===== src/rtl/int16_div_pkg.sv =====
// Shared types and constants for the sequential 16-bit restoring divider.
package int16_div_pkg;

  typedef enum logic [1:0] {
    IDLE = 2'd0,
    BUSY = 2'd1,
    DONE = 2'd2
  } div_state_t;

  localparam int          DIV_STEPS = 16;
  localparam logic [15:0] DIV0_QUOT = 16'hFFFF;

endpackage


===== src/rtl/int16_div_step.sv =====
// One combinational radix-2 restoring step: shift in a dividend bit, trial
// subtract the divisor, keep the difference when it does not borrow.
module int16_div_step #(
  parameter int WIDTH = 16
) (
  input  logic [WIDTH-1:0] rem_in,
  input  logic             dvd_bit,
  input  logic [WIDTH-1:0] divisor,
  output logic [WIDTH-1:0] rem_out,
  output logic             q_bit
);

  logic [WIDTH:0] shifted;
  logic [WIDTH:0] diff;

  // The partial remainder is always below the divisor, so the shifted value
  // fits in WIDTH+1 bits and diff's MSB is a clean borrow flag.
  always_comb begin
    shifted = {rem_in, dvd_bit};
    diff    = shifted - {1'b0, divisor};
    q_bit   = ~diff[WIDTH];
    rem_out = q_bit ? diff[WIDTH-1:0] : shifted[WIDTH-1:0];
  end

endmodule


===== src/rtl/int16_div_seq.sv =====
// Sequential 16-cycle restoring divider with valid/ready handshakes.
// Define SIGNED_DIV_EN to add the signed_op port and signed (truncating) division.
module int16_div_seq
  import int16_div_pkg::*;
#(
  parameter int WIDTH = 16
) (
  input  logic             clk,
  input  logic             rst_n,
  input  logic             in_valid,
  output logic             in_ready,
  input  logic [WIDTH-1:0] dividend,
  input  logic [WIDTH-1:0] divisor,
`ifdef SIGNED_DIV_EN
  input  logic             signed_op,
`endif
  output logic             out_valid,
  input  logic             out_ready,
  output logic [WIDTH-1:0] quotient,
  output logic [WIDTH-1:0] remainder,
  output logic             div_by_zero
);

  div_state_t       state_q, state_d;
  logic [4:0]       cnt_q, cnt_d;
  logic [WIDTH-1:0] work_q, work_d;   // dividend bits shift out, quotient bits shift in
  logic [WIDTH-1:0] dsr_q, dsr_d;
  logic [WIDTH-1:0] prem_q, prem_d;
  logic             dz_q, dz_d;
  logic             qneg_q, qneg_d;
  logic             rneg_q, rneg_d;
  logic [WIDTH-1:0] quot_q, quot_d;
  logic [WIDTH-1:0] rem_q, rem_d;
  logic             dbz_q, dbz_d;

  logic             signed_sel;
  logic             dvd_neg, dsr_neg;
  logic [WIDTH-1:0] step_rem;
  logic             step_qbit;
  logic [WIDTH-1:0] q_fin;

  int16_div_step #(.WIDTH(WIDTH)) u_step (
    .rem_in  (prem_q),
    .dvd_bit (work_q[WIDTH-1]),
    .divisor (dsr_q),
    .rem_out (step_rem),
    .q_bit   (step_qbit)
  );

`ifdef SIGNED_DIV_EN
  assign signed_sel = signed_op;
`else
  assign signed_sel = 1'b0;
`endif

  assign dvd_neg = signed_sel & dividend[WIDTH-1];
  assign dsr_neg = signed_sel & divisor[WIDTH-1];
  assign q_fin   = {work_q[WIDTH-2:0], step_qbit};

  always_comb begin
    state_d = state_q;
    cnt_d   = cnt_q;
    work_d  = work_q;
    dsr_d   = dsr_q;
    prem_d  = prem_q;
    dz_d    = dz_q;
    qneg_d  = qneg_q;
    rneg_d  = rneg_q;
    quot_d  = quot_q;
    rem_d   = rem_q;
    dbz_d   = dbz_q;
    case (state_q)
      IDLE: begin
        if (in_valid) begin
          state_d = BUSY;
          cnt_d   = 5'd0;
          prem_d  = '0;
          dz_d    = (divisor == '0);
          qneg_d  = dvd_neg ^ dsr_neg;
          rneg_d  = dvd_neg;
          dsr_d   = dsr_neg ? ({WIDTH{1'b0}} - divisor) : divisor;
          // Divide-by-zero keeps the raw dividend so it can be returned as-is.
          if (dvd_neg && (divisor != '0)) work_d = {WIDTH{1'b0}} - dividend;
          else                            work_d = dividend;
        end
      end
      BUSY: begin
        if (dz_q) begin
          state_d = DONE;
          quot_d  = DIV0_QUOT;
          rem_d   = work_q;
          dbz_d   = 1'b1;
        end else begin
          work_d = q_fin;
          prem_d = step_rem;
          cnt_d  = cnt_q + 5'd1;
          if (cnt_q == 5'(DIV_STEPS - 1)) begin
            state_d = DONE;
            cnt_d   = 5'd0;
            quot_d  = qneg_q ? ({WIDTH{1'b0}} - q_fin) : q_fin;
            rem_d   = rneg_q ? ({WIDTH{1'b0}} - step_rem) : step_rem;
            dbz_d   = 1'b0;
          end
        end
      end
      DONE: begin
        if (out_ready) state_d = IDLE;
      end
      default: state_d = IDLE;
    endcase
  end

  always_ff @(posedge clk or negedge rst_n) begin
    if (!rst_n) begin
      state_q <= IDLE;
      cnt_q   <= 5'd0;
      work_q  <= '0;
      dsr_q   <= '0;
      prem_q  <= '0;
      dz_q    <= 1'b0;
      qneg_q  <= 1'b0;
      rneg_q  <= 1'b0;
      quot_q  <= '0;
      rem_q   <= '0;
      dbz_q   <= 1'b0;
    end else begin
      state_q <= state_d;
      cnt_q   <= cnt_d;
      work_q  <= work_d;
      dsr_q   <= dsr_d;
      prem_q  <= prem_d;
      dz_q    <= dz_d;
      qneg_q  <= qneg_d;
      rneg_q  <= rneg_d;
      quot_q  <= quot_d;
      rem_q   <= rem_d;
      dbz_q   <= dbz_d;
    end
  end

  assign in_ready    = (state_q == IDLE);
  assign out_valid   = (state_q == DONE);
  assign quotient    = quot_q;
  assign remainder   = rem_q;
  assign div_by_zero = dbz_q;

endmodule


===== config.mk =====
export PLATFORM = sky130hd
export DESIGN_NAME = int16_div_seq
export DESIGN_NICKNAME = d
export VERILOG_FILES = /design/src/rtl/int16_div_pkg.sv /design/src/rtl/int16_div_step.sv /design/src/rtl/int16_div_seq.sv
export SDC_FILE = /design/constraint.sdc
export NUM_CORES = 1
export LEC_CHECK = 0
export ABC_AREA = 1
export BUFFER_PORTS_ARGS = -buffer_cell sky130_fd_sc_hd__buf_2
export CAP_MARGIN = 20
export CELL_PAD_IN_SITES_DETAIL_PLACEMENT = 1
export CELL_PAD_IN_SITES_GLOBAL_PLACEMENT = 1
export CORE_MARGIN = 2
export CORE_UTILIZATION = 40
export CTS_BUF_LIST = sky130_fd_sc_hd__clkbuf_8
export CTS_CLUSTER_DIAMETER = 50
export DETAILED_ROUTE_END_ITERATION = 6
export PLACE_DENSITY = 0.85
export SETUP_SLACK_MARGIN = 0.5
export SYNTH_ARGS = -nofsm -noshare
export SYNTH_HDL_FRONTEND = slang
export SYNTH_SLANG_ARGS = --single-unit

===== constraint.sdc =====
create_clock -name clk -period 6.3 [get_ports clk]
set_clock_uncertainty 0.2 [all_clocks]
set_input_delay 0.945 -clock clk [delete_from_list [all_inputs] [get_ports clk]]
set_output_delay 0.945 -clock clk [all_outputs]
set_load 0.05 [all_outputs]

==> summary.md <==
The detailed-placement wirelength estimate was 11400 um; the warning count from the yosys run was 0. The number of buffers added on ports was 70; the total number of vias was 4891. The number of nets in the synthesized netlist is 778. For this run, design rule violations remaining after detail routing come to 0.

The largest stage delay on the critical path is 760 ps. Global routing usage on met3: 0.0431. The signal on the critical path passes through inv_1 > nor2_4 > inv_2 > nor2_2 > nor2_4 > inv_2 > nor2_1 > a31oi_1.

Growth of design area from synthesis to finish: 13.8%. STA classifies the critical path startpoint as a register. After detailed routing, the average wire length per cell comes to 15.9 um. The run gives 5092 as the number of global-route vias before repair.

In this run the most used layer during global routing was met2. For the worst setup path, the data required time is 6390 ps. Height of the die: 118 um. In the layout the commonest cells are 277 x sky130_fd_sc_hd__nand2_1, 97 x sky130_fd_sc_hd__inv_1, 89 x sky130_fd_sc_hd__dfrtp_1.

Summed over all failing endpoints, the final setup total negative slack is 0 ps. Deepest clock path buffer count: 2. The total of endpoints with negative setup slack in the final report is 0, and the register clock-pin slew on the reported worst setup and hold paths is 90 ps.

The run finished with clean final reports. Once the clock tree was built, the setup fixing pass inserted 0 buffers. Global-route met1 utilization: 0.274. The synthesized design contains 89 register bits. For the area of the mapped netlist, the log shows 5200 um^2. The slew at the pin closest to its max-slew limit was 912 ps. TritonCTS built the clock tree. The repair_antennas step left the layout with diodes totalling 0.

The area of the placeable core was 12700 um^2. The run gives 3120 ps as the setup slack on the worst flop-to-flop path. The number of hold violations in the final report was 0; the final wirelength was 15300 um. The initial antenna violation count was 0. The most common cell after layout, fill and taps aside was sky130_fd_sc_hd__nand2_1. The logs give 0.402 for the met2 track utilization from global routing and 0 for the count of maximum capacitance violations. In this run the core area contains 41 standard-cell rows. The first-pass iteration count of the detailed router is 5. The path class of the tightest hold or removal check is in -> async. After clock tree synthesis, the flow added hold-fix buffers numbering 0. Dividing the detail-routed via count by the number of cells gives 5.09. The tools report the number of I/O pins as 71.

For the initial core utilization, the log shows 0.411. The clock period minus final worst setup slack works out to 3180 ps. Derived from the worst setup path, the maximum achievable clock frequency is 0.314 GHz. Setup repair after global routing left no endpoint under its margin.

Along the worst path, the maximum fanout reaches 37. In this run, post-CTS repair resized a total of 0 instances. The post-route core utilization is 0.467, and the number of levels the H-tree was split into is 3. The run gives 0.391 as the worst slew margin relative to its limit.

Critical path class: reg -> reg. The total overflow reported by the global router is 0, and the largest net degree at the start of global routing is 62. At the worst endpoint, the arrival time is 3270 ps. The cell at the slowest stage of the critical path is sky130_fd_sc_hd__nor2_2. The tools report the number of nets in the final layout as 837. The global-route usage over all layers is 0.223, and the share of final-layout standard cells stronger than drive strength 1 is 0.154. The worst setup path is captured at a register. The first global-routing pass estimated 24800 um of wire. Counting flops with a built-in enable in the synthesized netlist gives 0. The clock root buffer is sky130_fd_sc_hd__clkbuf_8. The portion of the post-synthesis area used by sequential elements is 0.428.

The post-synthesis async set-or-reset flop share was 1.00; the worst hold slack after final layout was 275 ps. The tools report the die area as 13900 um^2. The number of different library cells in the post-synthesis netlist was 35.

For the total count of max-transition violations in the final report, the log shows 0. For this run, the leading register cell type out of synthesis is sky130_fd_sc_hd__dfrtp_1. The DRC marker count from the first detailed-route iteration is 212, and the number of antenna-violating nets in the routed design is 0.

The die outline width came out at 118 um. The portion of the clock cycle consumed by the worst path in the final layout came out at 0.505. The CTS buffer count was 9; the synthesized area per cell was 7.19 um^2.

The cell count after synthesis was 724; the clock latency reported for the late side of the worst-skew pair was 380 ps. The run gives 0.876 as the final weighted congestion of routability-driven global placement. CTS saw 89 sinks.
-- cell families after synthesis --
group           synth area share
simple gates               0.324
fa+ha+maj                 0.0447
buf+inv                   0.0996
flops                      0.428
compound gates            0.0899
xor+xnor                  0.0135
-- cell type report --
cell class | count | area [um^2]
Inverter | 101 | 379
Clock inverter | 5 | 103
Timing Repair Buffer | 72 | 380
Sequential cell | 89 | 2230
Fill cell | 1656 | 6750
Clock buffer | 11 | 151
Tap cell | 172 | 215
Multi-Input combinational cell | 510 | 2460
-- worst paths after layout --
| kind | startpoint | endpoint | depth (start not counted) |
|---|---|---|---|
| max | state_q[0] | work_q[5] | 8 |
| min | rst_n | work_q[1] | 1 |
| max reg2reg | state_q[0] | work_q[5] | 8 |
| min reg2reg | remainder[7] | remainder[7] | 2 |
| max in group asynchronous | rst_n | quotient[11] | 2 |
| min in group clk | remainder[7] | remainder[7] | 2 |
-- flip-flops by register name, summed over array words and instances, names as in the netlist --
register     cells
dsr_q           16
prem_q          16
quotient        16
remainder       16
work_q          16
cnt_q            5
state_q          2
div_by_zero      1
dz_q             1
-- Yosys cell counts (2+ instances only) --
cell                       number  area [um^2]
sky130_fd_sc_hd__nand3_1       43          215
sky130_fd_sc_hd__buf_2          9         45.0
sky130_fd_sc_hd__nand2_4        2         22.5
sky130_fd_sc_hd__a31oi_1       11         68.8
sky130_fd_sc_hd__nor2_4         2         22.5
sky130_fd_sc_hd__ha_1          17          213
sky130_fd_sc_hd__clkbuf_1      10         37.5
sky130_fd_sc_hd__dfrtp_1       89         2230
sky130_fd_sc_hd__nand3_2        3         30.0
sky130_fd_sc_hd__inv_1         96          360
sky130_fd_sc_hd__nor2_2         4         25.0
sky130_fd_sc_hd__nand4_1        5         31.3
sky130_fd_sc_hd__a21oi_1       24          120
sky130_fd_sc_hd__nand2_2       16          100
sky130_fd_sc_hd__o211ai_1      10         75.1
sky130_fd_sc_hd__inv_2          4         15.0
sky130_fd_sc_hd__o21ai_0       32          160
sky130_fd_sc_hd__xnor2_1        2         17.5
sky130_fd_sc_hd__xor2_1         6         52.6
sky130_fd_sc_hd__and2_1         3         18.8
sky130_fd_sc_hd__nor2_1        44          165
sky130_fd_sc_hd__buf_4          3         22.5
sky130_fd_sc_hd__nand2_1      277         1040
-- critical path, delay by kind of cell, from the launching register on --
kind / cells / cell delay [ps]
buffers and inverters: 3 / 890
AO/OA/AOI/OAI: 1 / 170
AND/OR/NAND/NOR: 4 / 1400
flip-flops: 1 / 410
-- stage by stage --
stage,cells,cell area [um^2],setup WS [ps]
2_1_floorplan,724,5200,4040
5_1_grt,960,5920,2810
3_5_place_dp,943,5650,3180
3_3_place_gp,943,5650,3400
6_report,960,5920,3120
4_1_cts,959,5900,3140
-- per-layer routing --
metal  part of all wire  up-vias
met3              0.034       16
li1                   -     2371
met1               0.45     2405
met4              0.013        0
met5                  0        -
met2               0.50       99
Power is not shown: default switching activity piles up to over one toggle a cycle in this logic, so the estimate is an artifact.
